===== src/rtl/fosfor_present_ctrl.sv =====
// Sequencing controller for the PRESENT-80 datapath: nibble loading, 31 rounds,
// final key addition and nibble-wise ciphertext output over valid/ready.
module fosfor_present_ctrl #(
  parameter int ROUNDS        = 31,
  parameter int STATE_NIBBLES = 16,
  parameter int KEY_NIBBLES   = 20
) (
  input  logic       Clk_k,
  input  logic       Reset_rn,
  input  logic       InValid_i,
  input  logic       InSel_i,
  input  logic       Start_i,
  input  logic       OutReady_i,
  output logic       InReady_o,
  output logic       StateShiftEn_o,
  output logic       KeyShiftEn_o,
  output logic       StateFull_o,
  output logic       KeyFull_o,
  output logic       RoundEn_o,
  output logic [4:0] RoundCnt_ob,
  output logic       FinalAddEn_o,
  output logic       OutValid_o,
  output logic       OutShiftEn_o,
  output logic       Busy_o,
  output logic       Done_o
);

  localparam logic [4:0] ROUND_LAST = 5'(ROUNDS);
  localparam logic [3:0] STATE_LAST = 4'(STATE_NIBBLES - 1);
  localparam logic [4:0] KEY_LAST   = 5'(KEY_NIBBLES - 1);
  localparam logic [3:0] OUT_LAST   = 4'(STATE_NIBBLES - 1);

  typedef enum logic [1:0] {IDLE, RUN, FINAL, OUTPUT} state_t;

  state_t     state_reg, state_next;
  logic [3:0] state_cnt_reg;
  logic [4:0] key_cnt_reg;
  logic [3:0] out_cnt_reg;
  logic [4:0] round_cnt_reg;
  logic       state_full_reg, key_full_reg;
  logic       in_ready_reg, round_en_reg, final_reg, out_valid_reg, busy_reg, done_reg;

  logic idle, state_accept, key_accept, start_ok, out_hs, out_last;

  assign idle         = (state_reg == IDLE);
  assign state_accept = idle & InValid_i & ~InSel_i;
  assign key_accept   = idle & InValid_i & InSel_i;
  // A load nibble in the same cycle blocks Start_i.
  assign start_ok     = idle & Start_i & ~InValid_i & state_full_reg & key_full_reg;
  assign out_hs       = (state_reg == OUTPUT) & OutReady_i;
  assign out_last     = out_hs & (out_cnt_reg == OUT_LAST);

  always_comb begin
    state_next = state_reg;
    case (state_reg)
      IDLE:    if (start_ok) state_next = RUN;
      RUN:     if (round_cnt_reg == ROUND_LAST) state_next = FINAL;
      FINAL:   state_next = OUTPUT;
      OUTPUT:  if (out_last) state_next = IDLE;
      default: state_next = IDLE;
    endcase
  end

  always_ff @(posedge Clk_k or negedge Reset_rn) begin
    if (!Reset_rn) begin
      state_reg      <= IDLE;
      state_cnt_reg  <= '0;
      key_cnt_reg    <= '0;
      out_cnt_reg    <= '0;
      round_cnt_reg  <= '0;
      state_full_reg <= 1'b0;
      key_full_reg   <= 1'b0;
      in_ready_reg   <= 1'b1;
      round_en_reg   <= 1'b0;
      final_reg      <= 1'b0;
      out_valid_reg  <= 1'b0;
      busy_reg       <= 1'b0;
      done_reg       <= 1'b0;
    end else begin
      state_reg     <= state_next;
      in_ready_reg  <= (state_next == IDLE);
      round_en_reg  <= (state_next == RUN);
      final_reg     <= (state_next == FINAL);
      out_valid_reg <= (state_next == OUTPUT);
      busy_reg      <= (state_next != IDLE);
      done_reg      <= out_last;

      // Counters saturate once full; the datapath simply keeps the newest nibbles.
      if (state_accept && !state_full_reg) begin
        if (state_cnt_reg == STATE_LAST) state_full_reg <= 1'b1;
        else                             state_cnt_reg  <= state_cnt_reg + 4'd1;
      end
      if (key_accept && !key_full_reg) begin
        if (key_cnt_reg == KEY_LAST) key_full_reg <= 1'b1;
        else                         key_cnt_reg  <= key_cnt_reg + 5'd1;
      end

      if (start_ok) begin
        round_cnt_reg <= 5'd1;
      end else if (state_reg == RUN && round_cnt_reg != ROUND_LAST) begin
        round_cnt_reg <= round_cnt_reg + 5'd1;
      end

      if (out_hs) begin
        out_cnt_reg <= out_cnt_reg + 4'd1;
      end

      // The key schedule has consumed the key, so both operands must be reloaded.
      if (out_last) begin
        state_cnt_reg  <= '0;
        key_cnt_reg    <= '0;
        out_cnt_reg    <= '0;
        round_cnt_reg  <= '0;
        state_full_reg <= 1'b0;
        key_full_reg   <= 1'b0;
      end
    end
  end

  assign InReady_o      = in_ready_reg;
  assign StateShiftEn_o = state_accept;
  assign KeyShiftEn_o   = key_accept;
  assign StateFull_o    = state_full_reg;
  assign KeyFull_o      = key_full_reg;
  assign RoundEn_o      = round_en_reg;
  assign RoundCnt_ob    = round_cnt_reg;
  assign FinalAddEn_o   = final_reg;
  assign OutValid_o     = out_valid_reg;
  assign OutShiftEn_o   = out_hs;
  assign Busy_o         = busy_reg;
  assign Done_o         = done_reg;

endmodule


===== config.mk =====
export PLATFORM = sky130hd
export DESIGN_NAME = fosfor_present_ctrl
export DESIGN_NICKNAME = d
export VERILOG_FILES = /design/src/rtl/fosfor_present_ctrl.sv
export SDC_FILE = /design/constraint.sdc
export NUM_CORES = 1
export LEC_CHECK = 0
export BUFFER_PORTS_ARGS = -buffer_cell sky130_fd_sc_hd__buf_4
export CAP_MARGIN = 5
export CORE_ASPECT_RATIO = 0.9
export CORE_UTILIZATION = 45
export CTS_BUF_LIST = sky130_fd_sc_hd__clkbuf_4 sky130_fd_sc_hd__clkbuf_8
export DETAILED_ROUTE_END_ITERATION = 8
export PLACE_DENSITY = 0.73
export SLEW_MARGIN = 20
export SYNTH_ARGS = -nofsm -noshare
export SYNTH_HDL_FRONTEND = slang
export SYNTH_SLANG_ARGS = --single-unit

===== constraint.sdc =====
create_clock -name Clk_k -period 1.9 [get_ports Clk_k]
set_input_delay 0.19 -clock Clk_k [delete_from_list [all_inputs] [get_ports Clk_k]]
set_output_delay 0.19 -clock Clk_k [all_outputs]
set_load 0.005 [all_outputs]

======== Word level (Yosys, flattened, before mapping) ========
Index checks and enable logic that the tools add are counted.
cells by class
  add/subtract/negate cells ............... 4
  reduce and logical (&&, ||, !) cells .... 18
  multiplexer cells ....................... 21
  bitwise gates (word level) .............. 11
  equal/unequal tests ..................... 13
operator list
  cell                                                  number
  two-way mux 5 bit                                     6
  two-way mux 4 bit                                     5
  nonzero test 2 bit                                    6
  adder 5 x 1 -> 5 bit (second input constant)          2
  equality test 5 bit (second input constant)           2
  AND 1 bit                                             9
  adder 4 x 1 -> 4 bit (second input constant)          2
  equality test 2 bit (second input constant)           4
  equality test 4 bit (second input constant)           2
  one-hot mux 2 bit (4 select lines)                    1
  AND reduction 2 bit                                   4
  two-way mux 1 bit                                     6
  two-way mux 2 bit                                     3
  inequality test 5 bit (second input constant)         1
  equality test 2 x 1 -> 1 bit (second input constant)  2
  logical NOT 2 bit                                     2
  inequality test 2 bit (second input constant)         2
  logical AND 1 bit                                     3
  nonzero test 3 bit                                    1
  logical NOT 1 bit                                     2
  inverter 1 bit                                        2
word-level totals
  input bits .............................. 6
  register bits after elaboration ......... 28
  output and inout port bits .............. 16
  word-level logic and storage cells ...... 80

======== Longest topological paths before layout ========
Gate-level depths: netlist (run 1).
  word-level depth ........................ 8
  mapped depth ............................ 7
  mapped depth without buffers ............ 6

======== Worst setup path before layout (run 1) ========
Ideal clock, no wire load.
  kind .................................... reg2reg
  from .................................... register round_cnt_reg[0] (netlist: RoundCnt_ob[0])
  to ...................................... register round_cnt_reg[3] (netlist: RoundCnt_ob[3])
  data required time ...................... 1806 ps
  slack ................................... -203 ps
  clock period less this slack ............ 2103 ps
  library setup time ...................... 94 ps
  arrival ................................. 2009 ps
  cell stages (with the launch flop) ...... 8
  cells stage by stage .................... dfrtp_1 > ha_1 > and3_1 > ha_1 > or3b_1 > buf_2 > or3_1 > a211oi_1
between the ends
  cells in the longest elaborated chain, start to end .. 4
  elaborated cells between the ends (all ways) .. 7
  classes of those cells .................. add/sub (1); eq/ne (1); mux (3); reduce/logical (2)
ends and longest elaborated chain
  what                      line  text
  start: declaration        39    logic [4:0] round_cnt_reg;
  start signal: assignment  101   round_cnt_reg <= round_cnt_reg + 5'd1;
  adder 5 x 1 -> 5 bit      101
  two-way mux 5 bit         100   end else if (state_reg == RUN && round_cnt_reg != ROUND_LAST) begin
  two-way mux 5 bit         98    if (start_ok) begin
  two-way mux 5 bit         109   if (out_last) begin
Parallel ways exist; a longest one is shown, timed or not. The select of a mux whose other input is x is not followed.
A chain may end at the register's enable or synchronous reset.

======== Worst setup path in the final report (run 1) ========
  from .................................... register round_cnt_reg[1] (netlist: RoundCnt_ob[1])
  to ...................................... register round_cnt_reg[3] (netlist: RoundCnt_ob[3])
The elaborated chain is that of the path after synthesis.

==> impl_metrics.tcl, run 1 <==
set metrics [dict create \
    hold_viol 0 \
    slew_violations 0 \
    final_util_pct 59.0 \
    crit_type "reg2reg" \
    num_rows 18 \
    clkTransAtPathRegs_ns 0.15 \
    synth_top_area_share_pct 50.8 \
    num_antenna_cells 0 \
    drc 0 \
    yosysMostFrequentCell "dfrtp_1" \
    synthFlopType "dfrtp_1" \
    rr_startpoint "RoundCnt_ob[1]$_DFFE_PN0P_" \
    routed-via-count 1028 \
    synth_area_leaders "dfrtp_1 (51%), o21ai_0 (4.9%), ha_1 (4.7%), mux2i_1 (3.8%), nand2_1 (3.1%)" \
    worstHoldStart "OutReady_i" \
    status "completed" \
    synthMuxAreaShare_pct 3.77 \
    die-height_um 53.6 \
    cts_setup_buffers 0 \
    power.total_mw 2.06 \
    start_kind "flip-flop" \
    seq_area_frac_synth_pct 52.8 \
    multi_input_area_um2 592 \
    yosysTopAreaCell "dfrtp_1" \
    yosys.area_share.simple_pct 20.7 \
    synth.cell_area_um2 1330 \
    cp_data_arrival_time_ns 2.16 \
    clock.fmax_ghz 0.527 \
    synthAdderAreaFrac_pct 4.71 \
    layout-drive-gt1-share_pct 24.7 \
    pin_count 22 \
    fin_skew_ns 0.00470 \
    area_delta_synth_final_pct 23.0 \
    worstMarginPinSlew_ns 0.374 \
    cts-htree-levels 1 \
    drt_iter0_drc 26 \
    syn_area_per_cell_um2 10.5 \
    p_leak_nw 0.781 \
    cp-startpoint "RoundCnt_ob[1]$_DFFE_PN0P_" \
    hold_path_class "in2reg" \
    grt_max_degree 29 \
    ant_nets 0 \
    yosysWarnings 0 \
    core_area_um2 2770 \
    synth_commonest_cells "dfrtp_1 (27), o21ai_0 (13), nand2_1 (11)" \
    cts_root_buf "clkbuf_4" \
    syn_nets 137 \
    critPathCaptureType "flip-flop" \
    globalplace.congestion 0.745 \
    grt.total_usage_pct 19.1 \
    finalCritPeriodShare_pct 99.8 \
    grt_pass1_wl_um 4410 \
    cp_max_fo 3 \
    cts_buffers 3 \
    netlist_instances 126 \
    synth-edff-count 0 \
    drv_cap 0 \
    start_util_pct 48.0 \
    powerDensity_nw_per_um2 1260 \
    ys_types 35 \
    slew_headroom_pct 74.8 \
    crit_required_ns 2.16 \
    cts_tree "done" \
    hold_slack_ns 0.230 \
    routed_wl_um 2610 \
    synth_compound_area_share_pct 11.3 \
    dpl.hpwl_um 1940 \
    wl_per_cell_um 13.5 \
    grt_pass1_vias 1017 \
    synthArstFlopShare_pct 100 \
    antenna_found_initial 0 \
    die_w_um 59.3 \
    finalSetupViolCount 0 \
    n_fill_cell 252 \
    firstDrtPassIters 4 \
    ys_ff_latch 28 \
    final_nets 166 \
    worst_ir_drop_vdd_v 0.000740 \
    rsz0062_at_grt "true" \
    cts_buffer_depth 2 \
    cts_sinks 28 \
    finalCriticalPeriod_ns 1.90 \
    synth_top_family_by_area "simple AND/OR/NAND/NOR gates" \
    grt-ovfl-total 0 \
    clock_latency_ns 0.33 \
    placed_cells 189 \
    viasPerCell 5.30 \
    portBuffers 21 \
    r2r_slack_ns 0.004 \
    fin_cells 194 \
    synthXorXnorAreaFrac_pct 1.98 \
    die_area_um2 3170 \
    sequential_cell_area_um2 702 \
]
-- where the power goes --
part	switching, mW	total (mW)	internal, mW	leakage, nW
registers	0.159	0.958	0.799	0.348
logic	0.373	0.815	0.443	0.412
clock network	0.173	0.290	0.117	0.0210
total	0.705	2.06	1.36	0.781
-- timing repair --
item / CTS / global route
hold buffers: 1 / 0
hold endpoints to repair: 27 / 0
endpoints found under the setup margin: 1 / 2
pin swaps: 0 / 1
gates resized for setup: 1 / 3
-- cell families (layout without fill, tap and decap cells) --
family | count (synthesis) | after routing
fa+ha+maj | 5 | 5
flops | 28 | 28
buf+inv | 14 | 42
mux | 5 | 5
xor+xnor | 3 | 3
compound gates | 26 | 26
simple gates | 45 | 45
-- final timing paths --
kind | endpoint | cells past startpoint
hold / removal | out_cnt_reg[3]$_DFFE_PN0P_ | 4
setup / recovery | RoundCnt_ob[3]$_DFFE_PN0P_ | 6
setup reg to reg | RoundCnt_ob[3]$_DFFE_PN0P_ | 6
min in group asynchronous | RoundCnt_ob[3]$_DFFE_PN0P_ | 2
max in group asynchronous | InReady_o$_DFF_PN1_ | 2
hold reg to reg | key_cnt_reg[0]$_DFFE_PN0P_ | 1
-- critical path: stages (launching register included) --
cell and delay (ns):
dfrtp_1 0.41, ha_2 0.19, and3_4 0.18, ha_4 0.15, or3b_4 0.39, or3_1 0.33, a211oi_2 0.17
-- placed cells by master, fill, tap and decap left out, types with 2 or more instances in the layout --
cell | synthesis | layout
nand4b_1 | 3 | 3
dfrtp_1 | 27 | 27
mux2i_1 | 5 | 5
or3_1 | 4 | 4
ha_1 | 5 | 3
buf_4 | 0 | 26
nand2_1 | 11 | 11
a21oi_1 | 6 | 6
nor3_1 | 2 | 2
nand3_1 | 5 | 5
nand4_1 | 3 | 3
nand3b_1 | 2 | 2
nor2_1 | 3 | 3
clkbuf_4 | 0 | 3
inv_1 | 10 | 10
o21ai_0 | 13 | 12
xnor2_1 | 2 | 2
o32ai_1 | 2 | 2
nand4bb_1 | 2 | 2
nor2b_1 | 2 | 2
-- layout make-up --
class / count / share of cell area (%)
clock buffer: 4 / 2.22
multi-input combinational: 84 / 36.2
sequential: 28 / 43.0
inverter: 10 / 2.30
timing repair buffer: 28 / 13.2
tap: 40 / 3.06
-- per-layer routing --
layer | wire length [um] | global-route usage (%)
met5 | 0 | 0
met4 | 34 | 5.56
met3 | 86 | 5.29
met2 | 1270 | 33.5
met1 | 1220 | 23.0
-- per-stage QoR --
step | TNS (ns) | cell area, um2 | setup slack (ns)
CTS | 0 | 1630 | 0.00000600
detailed placement | -0.00592 | 1580 | -0.00592
global route | -0.0356 | 1630 | -0.0356
floorplan | -0.0932 | 1360 | -0.0932
finish | 0 | 1630 | 0.00419
global placement | 0 | 1580 | 0.0632
No activity file was read; power rests on OpenSTA's default activity.
==> inputs of run 2 (changes only) <==
CORE_UTILIZATION = 40   (was 45)
GPL_ROUTABILITY_DRIVEN = 0   (was default)
PLACE_DENSITY = 0.66   (was 0.73)
==> run 2 against run 1 <==
Effect of this change:
- setup slack better by 0.014 ns
- register-to-register slack about the same
- sequential share of layout area down 1.1 points
- final area up 2.5%
- core utilization down 5.2 points
- global-route usage down 1.9 points
- largest cell class unchanged
- largest power group unchanged
==> impl_metrics.tcl, run 2 (synthesized netlist as in run 1, its figures left out) <==
set metrics [dict create \
    powerDensity_nw_per_um2 1340 \
    worst_ir_drop_vdd_v 0.000523 \
    seq_power_share_pct 43.2 \
    grt_pass1_vias 1013 \
    critPathCaptureType "flip-flop" \
    crit_family "simple AND/OR/NAND/NOR gates" \
    crit_path_cell_trace "ha_2, and3_4, ha_4, or3b_4, or3_1, a211oi_2" \
    worstMarginPinSlew_ns 0.358 \
    clock_latency_ns 0.27 \
    mostFrequentLayoutCells "buf_4 (28), dfrtp_1 (27), o21ai_0 (12)" \
    cp_data_arrival_time_ns 2.08 \
    n_fill_cell 278 \
    die_w_um 62.8 \
    dpl.hpwl_um 1920 \
    routed_wl_um 2650 \
    area_delta_synth_final_pct 26.1 \
    grt_max_degree 29 \
    final_nets 167 \
    layout-drive-gt1-share_pct 25.2 \
    fin_skew_ns 0.00414 \
    clock.fmax_ghz 0.531 \
    start_kind "flip-flop" \
    power.switching_uw 721 \
    slew_violations 0 \
    cts_buffers 3 \
    grt.total_usage_pct 17.2 \
    pwr-share-clk_pct 20.9 \
    finalCritPeriodShare_pct 99.0 \
    worst-path-buf-inv 0 \
    die_area_um2 3560 \
    switching_share_pct 32.2 \
    cts_root_buf "clkbuf_8" \
    drv_cap 0 \
    fin_area_um2 1680 \
    rsz0062_at_grt "true" \
    cts_sinks 28 \
    crit_required_ns 2.10 \
    combPwrFrac_pct 36.0 \
    cts_buffer_depth 2 \
    clkTransAtPathRegs_ns 0.10 \
    num_antenna_cells 0 \
    internal-power_mw 1.52 \
    firstDrtPassIters 4 \
    fin_cells 197 \
    portBuffers 21 \
    start_util_pct 42.7 \
    num_rows 19 \
    p_leak_nw 0.799 \
    antenna_found_initial 0 \
    crit_type "reg2reg" \
    cp_max_fo 3 \
    placed_cells 192 \
    crit_path_max_incr_delay_ns 0.39 \
    cts_tree "done" \
    wl_per_cell_um 13.5 \
    finalCriticalPeriod_ns 1.88 \
    power.total_mw 2.24 \
    viasPerCell 5.31 \
    grt-ovfl-total 0 \
    drc 0 \
    hold_viol 0 \
    ant_nets 0 \
    grt_pass1_wl_um 4750 \
    status "completed" \
    slew_headroom_pct 75.9 \
    drt_iter0_drc 58 \
    finalSetupViolCount 0 \
    crit_slowest_cell "dfrtp_1" \
    final_common_cell "buf_4" \
    cts-htree-levels 1 \
    place_area_um2 1590 \
    pin_count 22 \
    die-height_um 56.7 \
    routed-via-count 1046 \
    hold_path_class "in2reg" \
    core_area_um2 3110 \
]
[run 2: layout make-up]
class,instances,area (um2),share of cell area [%]
clock buffer,3,41.3,2.46
multi-input combinational,84,592,35.3
inverter,10,37.5,2.24
sequential,28,702,41.9
timing repair buffer,29,220,13.1
clock inverter,1,30.0,1.79
tap,42,52.6,3.14
[run 2: path summary, 6_finish.rpt]
kind / depth (start not counted) / endpoint / start / slack (ns)
setup / recovery: 6 / RoundCnt_ob[3]$_DFFE_PN0P_ / RoundCnt_ob[1]$_DFFE_PN0P_ / 0.02
hold / removal: 4 / out_cnt_reg[3]$_DFFE_PN0P_ / OutReady_i / 0.27
setup reg to reg: 6 / RoundCnt_ob[3]$_DFFE_PN0P_ / RoundCnt_ob[1]$_DFFE_PN0P_ / 0.02
hold reg to reg: 1 / out_cnt_reg[3]$_DFFE_PN0P_ / out_cnt_reg[3]$_DFFE_PN0P_ / 0.49
max in group asynchronous: 2 / InReady_o$_DFF_PN1_ / Reset_rn / 1.23
min in group asynchronous: 2 / key_cnt_reg[2]$_DFFE_PN0P_ / Reset_rn / 0.36
[run 2: power by group through the flow]
stage	logic, mW	clock network [mW]	registers, mW
4_1_cts	0.793	0.481	0.968
6_report	0.807	0.467	0.968
3_5_place_dp	0.792	0	0.974
2_1_floorplan	0.476	0	0.958
5_1_grt	0.915	0.500	1.00
3_3_place_gp	0.762	0	0.970
[run 2: per-stage QoR]
step                TNS [ns]  utilization, %  worst slack (ns)  hold WS (ns)
floorplan            -0.0932               -           -0.0932        -0.106
global placement           0            50.9            0.0705         0.129
detailed placement         0            50.9            0.0109         0.134
CTS                        0            53.6            0.0183         0.269
global route         -0.0294            53.8           -0.0294         0.306
finish                     0            53.8            0.0182         0.273
[run 2: what timing repair did]
item / CTS / global route
buffers inserted: 0 / 0
hold buffers: 1 / 0
resized for setup: 0 / 3
setup endpoints to repair: 0 / 2
endpoints found under the hold margin: 27 / 0
[run 2: metal layers]
layer | global-route usage [%] | share of wire [%] | vias up
li1 | - | - | 513
met1 | 24.7 | 48 | 508
met2 | 26.4 | 48 | 21
met3 | 2.44 | 2.9 | 4
met4 | 5.98 | 1.5 | 0
met5 | 0 | 0 | -
[run 2: worst reg2reg max path, cell delays in order (launching register included)]
cell      delay [ns]
dfrtp_1         0.39
ha_2            0.19
and3_4          0.18
ha_4            0.16
or3b_4          0.38
or3_1           0.33
a211oi_2        0.18
==> inputs of run 3 (changes only) <==
GPL_TIMING_DRIVEN = 0   (was default)
RECOVER_POWER = 100   (was default)
==> run 3 against run 2 <==
Effect of this change:
- the run now ends with negative setup slack left
- sequential power about the same
- global-route usage fell by 0.12 points
- first-iteration DRC count decreased by 31%
- setup slack worse by 0.16 ns
- hold slack gained 0.0016 ns
- final area up 2.0%
- die area unchanged
- count of clock-buffer cells in the layout unchanged
- cell count rose by 2.0%
- critical path type unchanged
- critical endpoint unchanged
==> impl_metrics.tcl, run 3 (synthesized netlist as in run 1, its figures left out) <==
set metrics [dict create \
    setup_slack_ns -0.137 \
    cp-startpoint "RoundCnt_ob[0]$_DFFE_PN0P_" \
    worstMarginPinSlew_ns 0.699 \
    fin_cells 201 \
    die_area_um2 3560 \
    core_area_um2 3110 \
    die_w_um 62.8 \
    p_leak_nw 0.814 \
    wl_per_cell_um 13.7 \
    firstDrtPassIters 6 \
    place_area_um2 1570 \
    cp_data_arrival_time_ns 2.24 \
    start_kind "flip-flop" \
    pin_count 22 \
    layout-drive-gt1-share_pct 27.0 \
    routed_wl_um 2750 \
    powerDensity_nw_per_um2 1350 \
    drc 0 \
    r2r.worst_path.cells 7 \
    crit_slowest_cell "dfrtp_1" \
    slew_violations 0 \
    die-height_um 56.7 \
    cts_tree "done" \
    drv_cap 0 \
    drt_iter0_drc 40 \
    grt-ovfl-total 0 \
    portBuffers 21 \
    routed-via-count 1043 \
    crit_end "RoundCnt_ob[3]$_DFFE_PN0P_" \
    area_delta_synth_final_pct 28.6 \
    hold_path_class "in2reg" \
    start_util_pct 42.7 \
    cts_sinks 28 \
    multi_input_area_um2 597 \
    critPathCaptureType "flip-flop" \
    dp_slack_ns -0.166 \
    grt.total_usage_pct 17.1 \
    num_rows 19 \
    crit_type "reg2reg" \
    clock.fmax_ghz 0.491 \
    final_nets 171 \
    timing.rr.end "RoundCnt_ob[3]$_DFFE_PN0P_" \
    status "finished with violations" \
    grt_pass1_wl_um 4760 \
    r2r_slack_ns -0.14 \
    crit_path_cell_trace "ha_2, and3_4, ha_4, or3b_1, buf_6, or3_4, a211oi_2" \
    finalCriticalPeriod_ns 2.04 \
    grt_pass1_vias 966 \
    slew_headroom_pct 53.4 \
    n_fill_cell 282 \
    antenna_found_initial 0 \
    cts_buffer_depth 2 \
    mostFrequentLayoutCells "dfrtp_1 (27), buf_4 (16), o21ai_0 (13)" \
    crit_required_ns 2.10 \
    clkTransAtPathRegs_ns 0.10 \
    ant_nets 0 \
    rr_startpoint "RoundCnt_ob[0]$_DFFE_PN0P_" \
    hold_viol 0 \
    cts-htree-levels 1 \
    cp_max_fo 5 \
    grt_max_degree 29 \
    fin_area_um2 1710 \
    finalCritPeriodShare_pct 107 \
    final_common_cell "dfrtp_1" \
    clock_latency_ns 0.28 \
    worst_ir_drop_vdd_v 0.000673 \
    power.total_mw 2.30 \
    cts_buffers 3 \
    rsz0062_at_grt "true" \
    dpl.hpwl_um 1930 \
    viasPerCell 5.19 \
    finalSetupViolCount 2 \
    sequential_cell_area_um2 702 \
    placed_cells 189 \
    final_util_pct 54.9 \
    fin_skew_ns 0.0127 \
    num_antenna_cells 0 \
    crit_path_max_incr_delay_ns 0.40 \
    violations "negative setup slack" \
    cts_root_buf "clkbuf_8" \
]
==> run 3: cell count changes in the layout (fill, tap and decap cells not counted), moves of 2 or more <==
cell / previous run / this run
clkbuf_2: 0 / 2
clkbuf_4: 0 / 11
buf_4: 28 / 16
buf_6: 0 / 2
==> run 3: power breakdown <==
| group | internal [mW] | switching, mW |
|---|---|---|
| clock | 0.282 | 0.179 |
| sequential | 0.800 | 0.168 |
| combinational | 0.479 | 0.391 |
| total | 1.56 | 0.738 |
==> run 3: critical path: cells and delay by family (launching register included) <==
kind	cells	cell delay [ns]
flip-flops	1	0.40
AO/OA/AOI/OAI	1	0.22
AND/OR/NAND/NOR	3	0.86
buffers and inverters	1	0.14
adder cells (fa/ha/maj)	2	0.36
==> run 3: area by class of cell <==
cell class                      count  share of cell area, %
Buffer                              4                   1.83
Clock buffer                        3                   2.42
Clock inverter                      1                   1.76
Inverter                           10                   2.20
Multi-Input combinational cell     84                   34.9
Sequential cell                    28                   41.1
Tap cell                           42                   3.07
Timing Repair Buffer               29                   12.7
==> run 3: how the worst min path moves through the flow <==
stage / start / end / slack (ns) / depth (start not counted)
global placement: Reset_rn / RoundCnt_ob[2]$_DFFE_PN0P_ / 0.13 / 1
detailed placement: Reset_rn / RoundCnt_ob[2]$_DFFE_PN0P_ / 0.13 / 1
global route: OutReady_i / out_cnt_reg[3]$_DFFE_PN0P_ / 0.29 / 4
CTS: OutReady_i / out_cnt_reg[3]$_DFFE_PN0P_ / 0.28 / 4
floorplan: Reset_rn / Busy_o$_DFF_PN0_ / -0.11 / 0
finish: OutReady_i / out_cnt_reg[3]$_DFFE_PN0P_ / 0.27 / 4
==> run 3: timing repair <==
item	4_1_cts	5_1_grt
gates resized for setup	2	2
pin swaps	0	4
endpoints found under the setup margin	6	4
buffers inserted	2	5
hold buffers	1	0
endpoints found under the hold margin	27	0
==> run 3: per-stage QoR <==
stage          TNS, ns  hold slack, ns
3_3_place_gp    -0.231           0.126
4_1_cts         -0.109           0.277
2_1_floorplan  -0.0932          -0.106
5_1_grt         -0.931           0.289
6_report        -0.140           0.274
3_5_place_dp    -0.248           0.131
==> run 3: layer usage <==
| layer | GRT usage [%] | part of all wire (%) | up-vias |
|---|---|---|---|
| met1 | 23.1 | 48 | 505 |
| met4 | 1.99 | 0.40 | 0 |
| met2 | 27.8 | 47 | 18 |
| li1 | - | - | 518 |
| met5 | 0 | 0 | - |
| met3 | 5.08 | 3.7 | 2 |
